$ cat config.mk
export PLATFORM = sky130hd
export DESIGN_NAME = bus_rr_ctrl
export DESIGN_NICKNAME = d
export VERILOG_FILES = /design/src/rtl/bus_pkg.sv /design/src/rtl/rr_arbiter.sv /design/src/rtl/bus_rr_ctrl.sv
export SDC_FILE = /design/constraint.sdc
export NUM_CORES = 1
export LEC_CHECK = 0
export BUFFER_PORTS_ARGS = -buffer_cell sky130_fd_sc_hd__clkbuf_2
export CAP_MARGIN = 20
export CORE_ASPECT_RATIO = 1.75
export CORE_MARGIN = 2
export CORE_UTILIZATION = 44
export DETAILED_ROUTE_END_ITERATION = 8
export GPL_TIMING_DRIVEN = 0
export PLACE_DENSITY = 0.82
export SLEW_MARGIN = 25
export SYNTH_ARGS = -nofsm -noshare
export SYNTH_HDL_FRONTEND = slang
export SYNTH_SLANG_ARGS = --single-unit
$ cat constraint.sdc
create_clock -name clk -period 2.5 [get_ports clk]
set_input_delay 0.375 -clock clk [delete_from_list [all_inputs] [get_ports clk]]
set_output_delay 0.375 -clock clk [all_outputs]
set_load 0.02 [all_outputs]
$ cat src/rtl/bus_pkg.sv
// Shared FSM encoding and defaults for the round-robin bus controller.
// Bus-wide constants live here so the top and the bench agree on them.
package bus_pkg;

  typedef enum logic [1:0] {
    st_idle    = 2'd0,
    st_pop     = 2'd1,
    st_deliver = 2'd2
  } state_t;

  localparam int          ID_BITS_DEF = 8;
  localparam logic [31:0] BCAST_DEF   = 32'hFFFF_FFFF;
  localparam logic [15:0] DROP_MAX    = 16'hFFFF;

endpackage

$ cat src/rtl/rr_arbiter.sv
// Combinational round-robin pick: lowest-index requester at or after last+1 (mod N).
// Zero latency; o_grant holds i_last when nothing is requesting.
module rr_arbiter #(
  parameter int N  = 4,
  parameter int IW = 2
) (
  input  logic [N-1:0]  i_req,
  input  logic [IW-1:0] i_last,
  output logic          o_any,
  output logic [IW-1:0] o_grant
);

  always_comb begin : p_sel
    int            w_idx;
    logic [IW-1:0] w_sel;
    o_any   = |i_req;
    o_grant = i_last;
    w_idx   = 0;
    w_sel   = '0;
    // Walk from farthest to nearest so the nearest requester wins last.
    for (int k = N; k >= 1; k--) begin
      w_idx = int'(i_last) + k;
      if (w_idx >= N) w_idx = w_idx - N;
      w_sel = IW'(w_idx);
      if (i_req[w_sel]) o_grant = w_sel;
    end
  end

endmodule

$ cat src/rtl/bus_rr_ctrl.sv
// Round-robin shared bus: IDLE -> POP -> DELIVER, pop one cycle after request, push one after that.
// No backpressure (1 packet / 3 cycles); define BUS_RR_BCAST_EN to deliver dest==BCAST to all but the source.
module bus_rr_ctrl
  import bus_pkg::*;
#(
  parameter int                 DEVICES = 4,
  parameter int                 WIDTH   = 16,
  parameter int                 ID_BITS = ID_BITS_DEF,
  parameter logic [ID_BITS-1:0] BCAST   = BCAST_DEF[ID_BITS-1:0]
) (
  input  logic                              clk,
  input  logic                              reset,
  input  logic [DEVICES-1:0]                pndng,
  input  logic [DEVICES-1:0][WIDTH-1:0]     D_pop,
  output logic [DEVICES-1:0]                pop,
  output logic [DEVICES-1:0]                push,
  output logic [DEVICES-1:0][WIDTH-1:0]     D_push,
  output logic                              busy,
  output logic [$clog2(DEVICES)-1:0]        grant_id,
  output logic [15:0]                       drop_cnt
);

  localparam int IW = $clog2(DEVICES);

  state_t             r_state;
  state_t             w_next;
  logic [IW-1:0]      r_grant;
  logic [WIDTH-1:0]   r_pkt;
  logic [15:0]        r_drop;

  logic               w_any;
  logic [IW-1:0]      w_rr_grant;
  logic [ID_BITS-1:0] w_dest;
  logic               w_is_bcast;
  logic               w_uni_ok;
  logic               w_drop;

  rr_arbiter #(
    .N  (DEVICES),
    .IW (IW)
  ) u_arb (
    .i_req   (pndng),
    .i_last  (r_grant),
    .o_any   (w_any),
    .o_grant (w_rr_grant)
  );

  assign w_dest     = r_pkt[WIDTH-1 -: ID_BITS];
  assign w_is_bcast = (w_dest == BCAST);
  assign w_uni_ok   = (int'(w_dest) < DEVICES) && (int'(w_dest) != int'(r_grant)) && !w_is_bcast;

`ifdef BUS_RR_BCAST_EN
  assign w_drop = !(w_uni_ok || w_is_bcast);
`else
  assign w_drop = !w_uni_ok;
`endif

  always_comb begin
    w_next = r_state;
    pop    = '0;
    push   = '0;
    unique case (r_state)
      st_idle:    if (w_any) w_next = st_pop;
      st_pop:     w_next = st_deliver;
      st_deliver: w_next = st_idle;
      default:    w_next = st_idle;
    endcase
    for (int i = 0; i < DEVICES; i++) begin
      if (r_state == st_pop && int'(r_grant) == i) pop[i] = 1'b1;
      if (r_state == st_deliver) begin
        if (w_uni_ok && int'(w_dest) == i) push[i] = 1'b1;
`ifdef BUS_RR_BCAST_EN
        if (w_is_bcast && int'(r_grant) != i) push[i] = 1'b1;
`endif
      end
    end
  end

  // Packet is latched on the edge that leaves POP, i.e. the cycle pop is asserted.
  always_ff @(posedge clk or posedge reset) begin
    if (reset) begin
      r_state <= st_idle;
      r_grant <= IW'(DEVICES - 1);
      r_pkt   <= '0;
      r_drop  <= '0;
    end else begin
      r_state <= w_next;
      if (r_state == st_idle && w_any) r_grant <= w_rr_grant;
      if (r_state == st_pop) r_pkt <= D_pop[r_grant];
      if (r_state == st_deliver && w_drop && r_drop != DROP_MAX) r_drop <= r_drop + 16'd1;
    end
  end

  assign busy     = (r_state != st_idle);
  assign grant_id = r_grant;
  assign drop_cnt = r_drop;
  assign D_push   = {DEVICES{r_pkt}};

endmodule

# ---- Word level (Yosys, flattened, before mapping)
# Cells that the tools add are included.
# Widths: inputs -> output; s select.
dict set report word_totals {
  regBits 36
  input_bits 70
  output_inout_bits 91
  elab_cells 89
}
dict set report op_classes {
  addsub 9
  order_cmp 10
  eq_ne 12
  mux 32
  reduce_logical 22
}
# op count
set ops {}
lappend ops {{$bmux 16 s2} 1}
lappend ops {{$mux 2} 9}
lappend ops {{$add 16x1->16 const B} 1}
lappend ops {{$eq 8x3->1 const B} 2}
lappend ops {{$mux 1} 16}
lappend ops {{$mux 16} 1}
lappend ops {{$ne 16x16->1 const B} 1}
lappend ops {{$lt 2x3->1 const B} 5}
lappend ops {{$logic_and 1x1->1} 13}
lappend ops {{$ge 3x3->1 const B} 3}
lappend ops {{$bmux 1 s2} 4}
lappend ops {{$eq 8x2->1 const B} 1}
lappend ops {{$eq 8x8->1 const B} 1}
lappend ops {{$logic_not 8->1} 1}
lappend ops {{$lt 8x3->1 const B} 1}
lappend ops {{$ne 8x3->1} 1}
lappend ops {{$sub 2x1->2 const B} 4}
lappend ops {{$add 2x2->3 const B} 2}
lappend ops {{$eq 2x2->1 const B} 3}
lappend ops {{$add 2x3->4 const B} 1}
lappend ops {{$eq 2x1->1 const B} 2}
lappend ops {{$ge 4x3->1 const B} 1}
lappend ops {{$logic_not 2->1} 2}
lappend ops {{$pmux 2 s2} 1}
lappend ops {{other kinds (7)} 8}

# ---- Longest topological paths before layout
dict set report logic_depth {
  depth_word 9
  ltp_mapped 8
  mapped_depth_nobuf 6
}

# ---- Hierarchy
# From an unflattened synthesis, not the netlist that was laid out.
dict set report unflattened {
  hier_cells 222
  hier_area_um2 2467.4
}
# module instances cells_each area_per_inst_um2 seq_area_each_um2
set modules_own_cells {}
lappend modules_own_cells {bus_rr_ctrl 1 208 2394.8 903.4}
lappend modules_own_cells {rr_arbiter 1 14 72.6 0.0}

# ---- Least setup slack after synthesis
# No wires, ideal clock.
dict set report synth_path {
  path_type {register -> output}
  start {register r_grant[1] (netlist: grant_id[1])}
  end {output port push[0]}
  arrival_ns 1.763
  required_time_ns 2.125
  setup_slack_ns 0.362
  path_stages_with_launch 5
  n_path_buf 1
  cell_sequence {dfstp_2 buf_6 xor2_1 o211ai_4 nor4_1}
}
dict set report synth_via {
  elab_chain_len 6
}
# item line
set synth_lines {}
lappend synth_lines {{start: declaration} bus_rr_ctrl.sv:27} ;# logic [IW-1:0] r_grant;
lappend synth_lines {{start signal: assignment} bus_rr_ctrl.sv:83} ;# r_grant <= IW'(DEVICES - 1);
lappend synth_lines {{start signal: assignment} bus_rr_ctrl.sv:88} ;# if (r_state == st_idle && w_any) r_grant <= w_rr_grant;
lappend synth_lines {{$ne 8x3->1} bus_rr_ctrl.sv:50} ;# assign w_uni_ok = (int'(w_dest) < DEVICES) && (int'(w_dest) != int'(r_grant)) && !w_is_bcast;
lappend synth_lines {{$logic_and 1x1->1 (2 in series)} bus_rr_ctrl.sv:50}
lappend synth_lines {{$logic_and 1x1->1} bus_rr_ctrl.sv:71} ;# if (w_uni_ok && int'(w_dest) == i) push[i] = 1'b1;
lappend synth_lines {{$mux 1} bus_rr_ctrl.sv:71}
lappend synth_lines {{$mux 1} bus_rr_ctrl.sv:70} ;# if (r_state == st_deliver) begin
lappend synth_lines {{end: declaration} bus_rr_ctrl.sv:16} ;# output logic [DEVICES-1:0] push,
# Every way passes these cells.

# ---- Worst setup path after layout
dict set report layout_path {
  start {register r_grant[1] (netlist: grant_id[1])}
  end {output port push[3]}
}
# Same word-level chain as after synthesis.

==> results.py <==
metrics = {
    "run_status": {
        "status": "finished clean",
    },
    "clock_network": {
        "cts_sinks": 36,
        "cts.clk_slew.worst_paths_ns": 0.08,
        "root_buffer": "clkbuf_8",
        "post_cts_buffers": 0,
        "ctsResizeCount": 0,
        "clkLatencyLatePin_ns": 0.28,
        "clock_path_buffers": 2,
        "hold_buffers": 0,
        "cts_made_buffers": 5,
        "cts.htree.levels": 2,
        "tritoncts": "yes",
    },
    "logic_synthesis": {
        "synth_top_area_share_pct": 32.8,
        "syn_area_um2": 2600,
        "synth_area_leader_cell": "dfrtp_1",
        "syn_avg_cell_area_um2": 11.6,
        "ys_seq_area_share_pct": 34.8,
        "synthCells": 223,
        "synth_flop_cell": "dfrtp_1",
        "yosys_warnings": 0,
        "ys_seq_elements": 36,
        "ys_types": 40,
        "syn-num-nets": 298,
        "synthArstFlopShare_pct": 100,
        "synth.area.top_cells": "dfrtp_1 (33%), buf_4 (14%), mux4_2 (13%)",
        "synth-edff-count": 0,
    },
    "placement": {
        "place_congestion": 0.830,
        "placed_area_um2": 3490,
        "placedCellCount": 461,
        "dpl_worst_slack_ns": 0.311,
        "hpwlAfterDp_um": 5420,
        "portBuffers": 160,
    },
    "setup_path": {
        "path_buf_inv": 2,
        "r2r_start": "grant_id[0]$_DFFE_PP1P_",
        "crit_path_max_fanout": 10,
        "path_delay_family": "flip-flops",
        "ff2ff_path_depth": 8,
        "crit_start": "grant_id[1]$_DFFE_PP1P_",
        "start_kind": "flip-flop",
        "crit_path_end_kind": "primary output",
        "cp.depth": 6,
        "worst_path_max_delay_cell": "dfstp_2",
        "critical_path_class": "reg -> out",
        "crit_required_ns": 2.12,
        "cp_slowest_stage_delay_ns": 0.57,
        "crit_arrival_ns": 1.94,
        "path_cells": "buf_6, xor2_1, o211ai_4, nor2_1, and3_1, clkbuf_2",
    },
    "hold_path": {
        "hp-class": "in -> async",
    },
    "route": {
        "viasPerCell": 4.86,
        "drt_iter0_drc": 126,
        "wl_met3_um": 252,
        "drtPass1Iterations": 4,
        "wl_per_cell_um": 14.0,
        "ant_nets": 0,
        "dr_total_vias": 2278,
        "met1_length_um": 2340,
        "route.detailed.drc": 0,
        "wl_um": 6580,
        "top_layer": "met4",
        "wl_met2_um": 3880,
    },
    "layout": {
        "layout.nets": 465,
        "final-instance-count-excl-fill": 469,
        "final_util_pct": 62.0,
        "fin_area_um2": 3590,
        "drive_gt1_share_pct": 67.8,
        "multi_input_area_um2": 1270,
        "diodes": 0,
        "area_delta_synth_final_pct": 38.2,
        "fill_cells": 485,
        "layout.area.seq_um2": 903,
    },
    "timing": {
        "finalWorstSetupSlack_ns": 0.182,
        "hold_viol": 0,
        "fin_crit_ns": 2.32,
        "report.final.slew_viol_count": 0,
        "max_freq_ghz": 0.431,
        "finalSetupViolations": 0,
        "grt_setup_unrepaired": "no",
        "tns_ns": 0,
        "fin_crit_sh_pct": 92.7,
        "relSlewSlack_pct": 48.6,
        "tightestPinTransition_ns": 0.769,
        "fin_worst_skew_ns": 0.00869,
    },
    "floorplanning": {
        "die_h_um": 106,
        "die_width_um": 62.1,
        "placementRows": 37,
        "initial_core_util_pct": 44.9,
        "io_pins": 161,
        "dieArea_um2": 6550,
        "core_um2": 5790,
    },
    "pwr": {
        "cellLeakagePower_nw": 1.88,
        "vdd_drop_max_mv": 0.639,
        "p_per_area_nw_per_um2": 1340,
    },
    "global_routing": {
        "antenna_found_initial": 0,
        "grt.overflow.total": 0,
        "grt_pass1_vias": 2200,
        "grt_start_max_net_pins": 37,
        "grt_pass1_wl_um": 10200,
        "track_usage_pct": 20.3,
    },
    "job": {
        "cap_violations": 0,
    },
}
-- per-layer routing --
metal / vias up / GRT usage [%]
met5: - / 0
met4: 0 / 7.14
met3: 10 / 2.94
met2: 68 / 36.8
met1: 1116 / 22.6
li1: 1084 / -
-- cell type report --
class	instances	share of cell area, %
clock inverters	2	0.279
repair buffers	160	22.3
flip-flops and latches	36	25.2
inverters	5	0.523
clock buffers	6	2.30
multi-input cells	127	35.4
well taps	78	2.72
plain buffers	55	11.3
-- kinds of logic after synthesis --
family | share of synthesized area [%]
adders and majority gates | 2.41
AOI/OAI and AO/OA | 3.71
DFF | 34.8
xor gates and xnor gates | 6.02
and+or+nand+nor | 12.3
buffers and inverters | 16.3
muxes | 24.4
-- sequential cells by signal, indices dropped and copies added (netlist names) --
signal,cells
grant_id,2
drop_cnt,16
r_state,2
r_pkt,16
-- synthesized netlist by cell type (all sizes together), types with 2 or more instances --
cell	count
xnor2	9
nor2	14
nand2	7
xor2	8
dfstp	2
mux2	18
nand3	8
and2	4
nor3	4
ha	5
or2	2
nor4	5
nand2b	2
buf	53
nand4	5
a21oi	4
mux4	18
inv	5
nor2b	3
dfrtp	34
clkbuf	2
-- path summary, 6_finish.rpt --
check	end	slack (ns)
setup / recovery	push[3]	0.18
hold / removal	drop_cnt[4]$_DFFE_PP0P_	0.21
setup reg to reg	grant_id[0]$_DFFE_PP1P_	0.31
hold reg to reg	drop_cnt[9]$_DFFE_PP0P_	0.51
max in group asynchronous	r_pkt[11]$_DFFE_PP0P_	1.80
min in group clk	r_state[0]$_DFFE_PP0P_	0.46
-- where the power goes --
part           internal, mW  total, mW  switching, mW
sequential            0.812       1.14          0.326
clock                 0.220      0.427          0.207
combinational          1.57       3.26           1.69
-- layout by cell type (no fill, tap or decap), types with 2 or more instances in the layout --
cell | synthesis | routed
nor4_1 | 5 | 5
nor2_1 | 13 | 13
and2_1 | 4 | 4
ha_1 | 5 | 5
nand2b_1 | 2 | 2
nor2b_1 | 3 | 3
mux4_2 | 15 | 15
buf_2 | 3 | 3
nand3_1 | 8 | 8
dfrtp_1 | 34 | 34
nor3_1 | 4 | 4
xnor2_1 | 9 | 9
a21oi_1 | 4 | 4
buf_4 | 48 | 48
buf_6 | 2 | 2
clkbuf_8 | 0 | 6
xor2_1 | 7 | 7
mux4_1 | 3 | 3
mux2_2 | 17 | 17
clkinv_2 | 0 | 2
nand2_1 | 7 | 7
dfstp_2 | 2 | 2
clkbuf_1 | 2 | 2
inv_1 | 5 | 4
clkbuf_2 | 0 | 160
nand4_1 | 4 | 4
-- through the flow --
stage	hold WS (ns)	total power, mW
finish	0.209	4.82
global route	0.270	5.15
CTS	0.237	4.88
detailed placement	0.492	4.45
global placement	0.483	4.36
floorplan	0.541	3.51
Power figures use the tool's default switching activity.
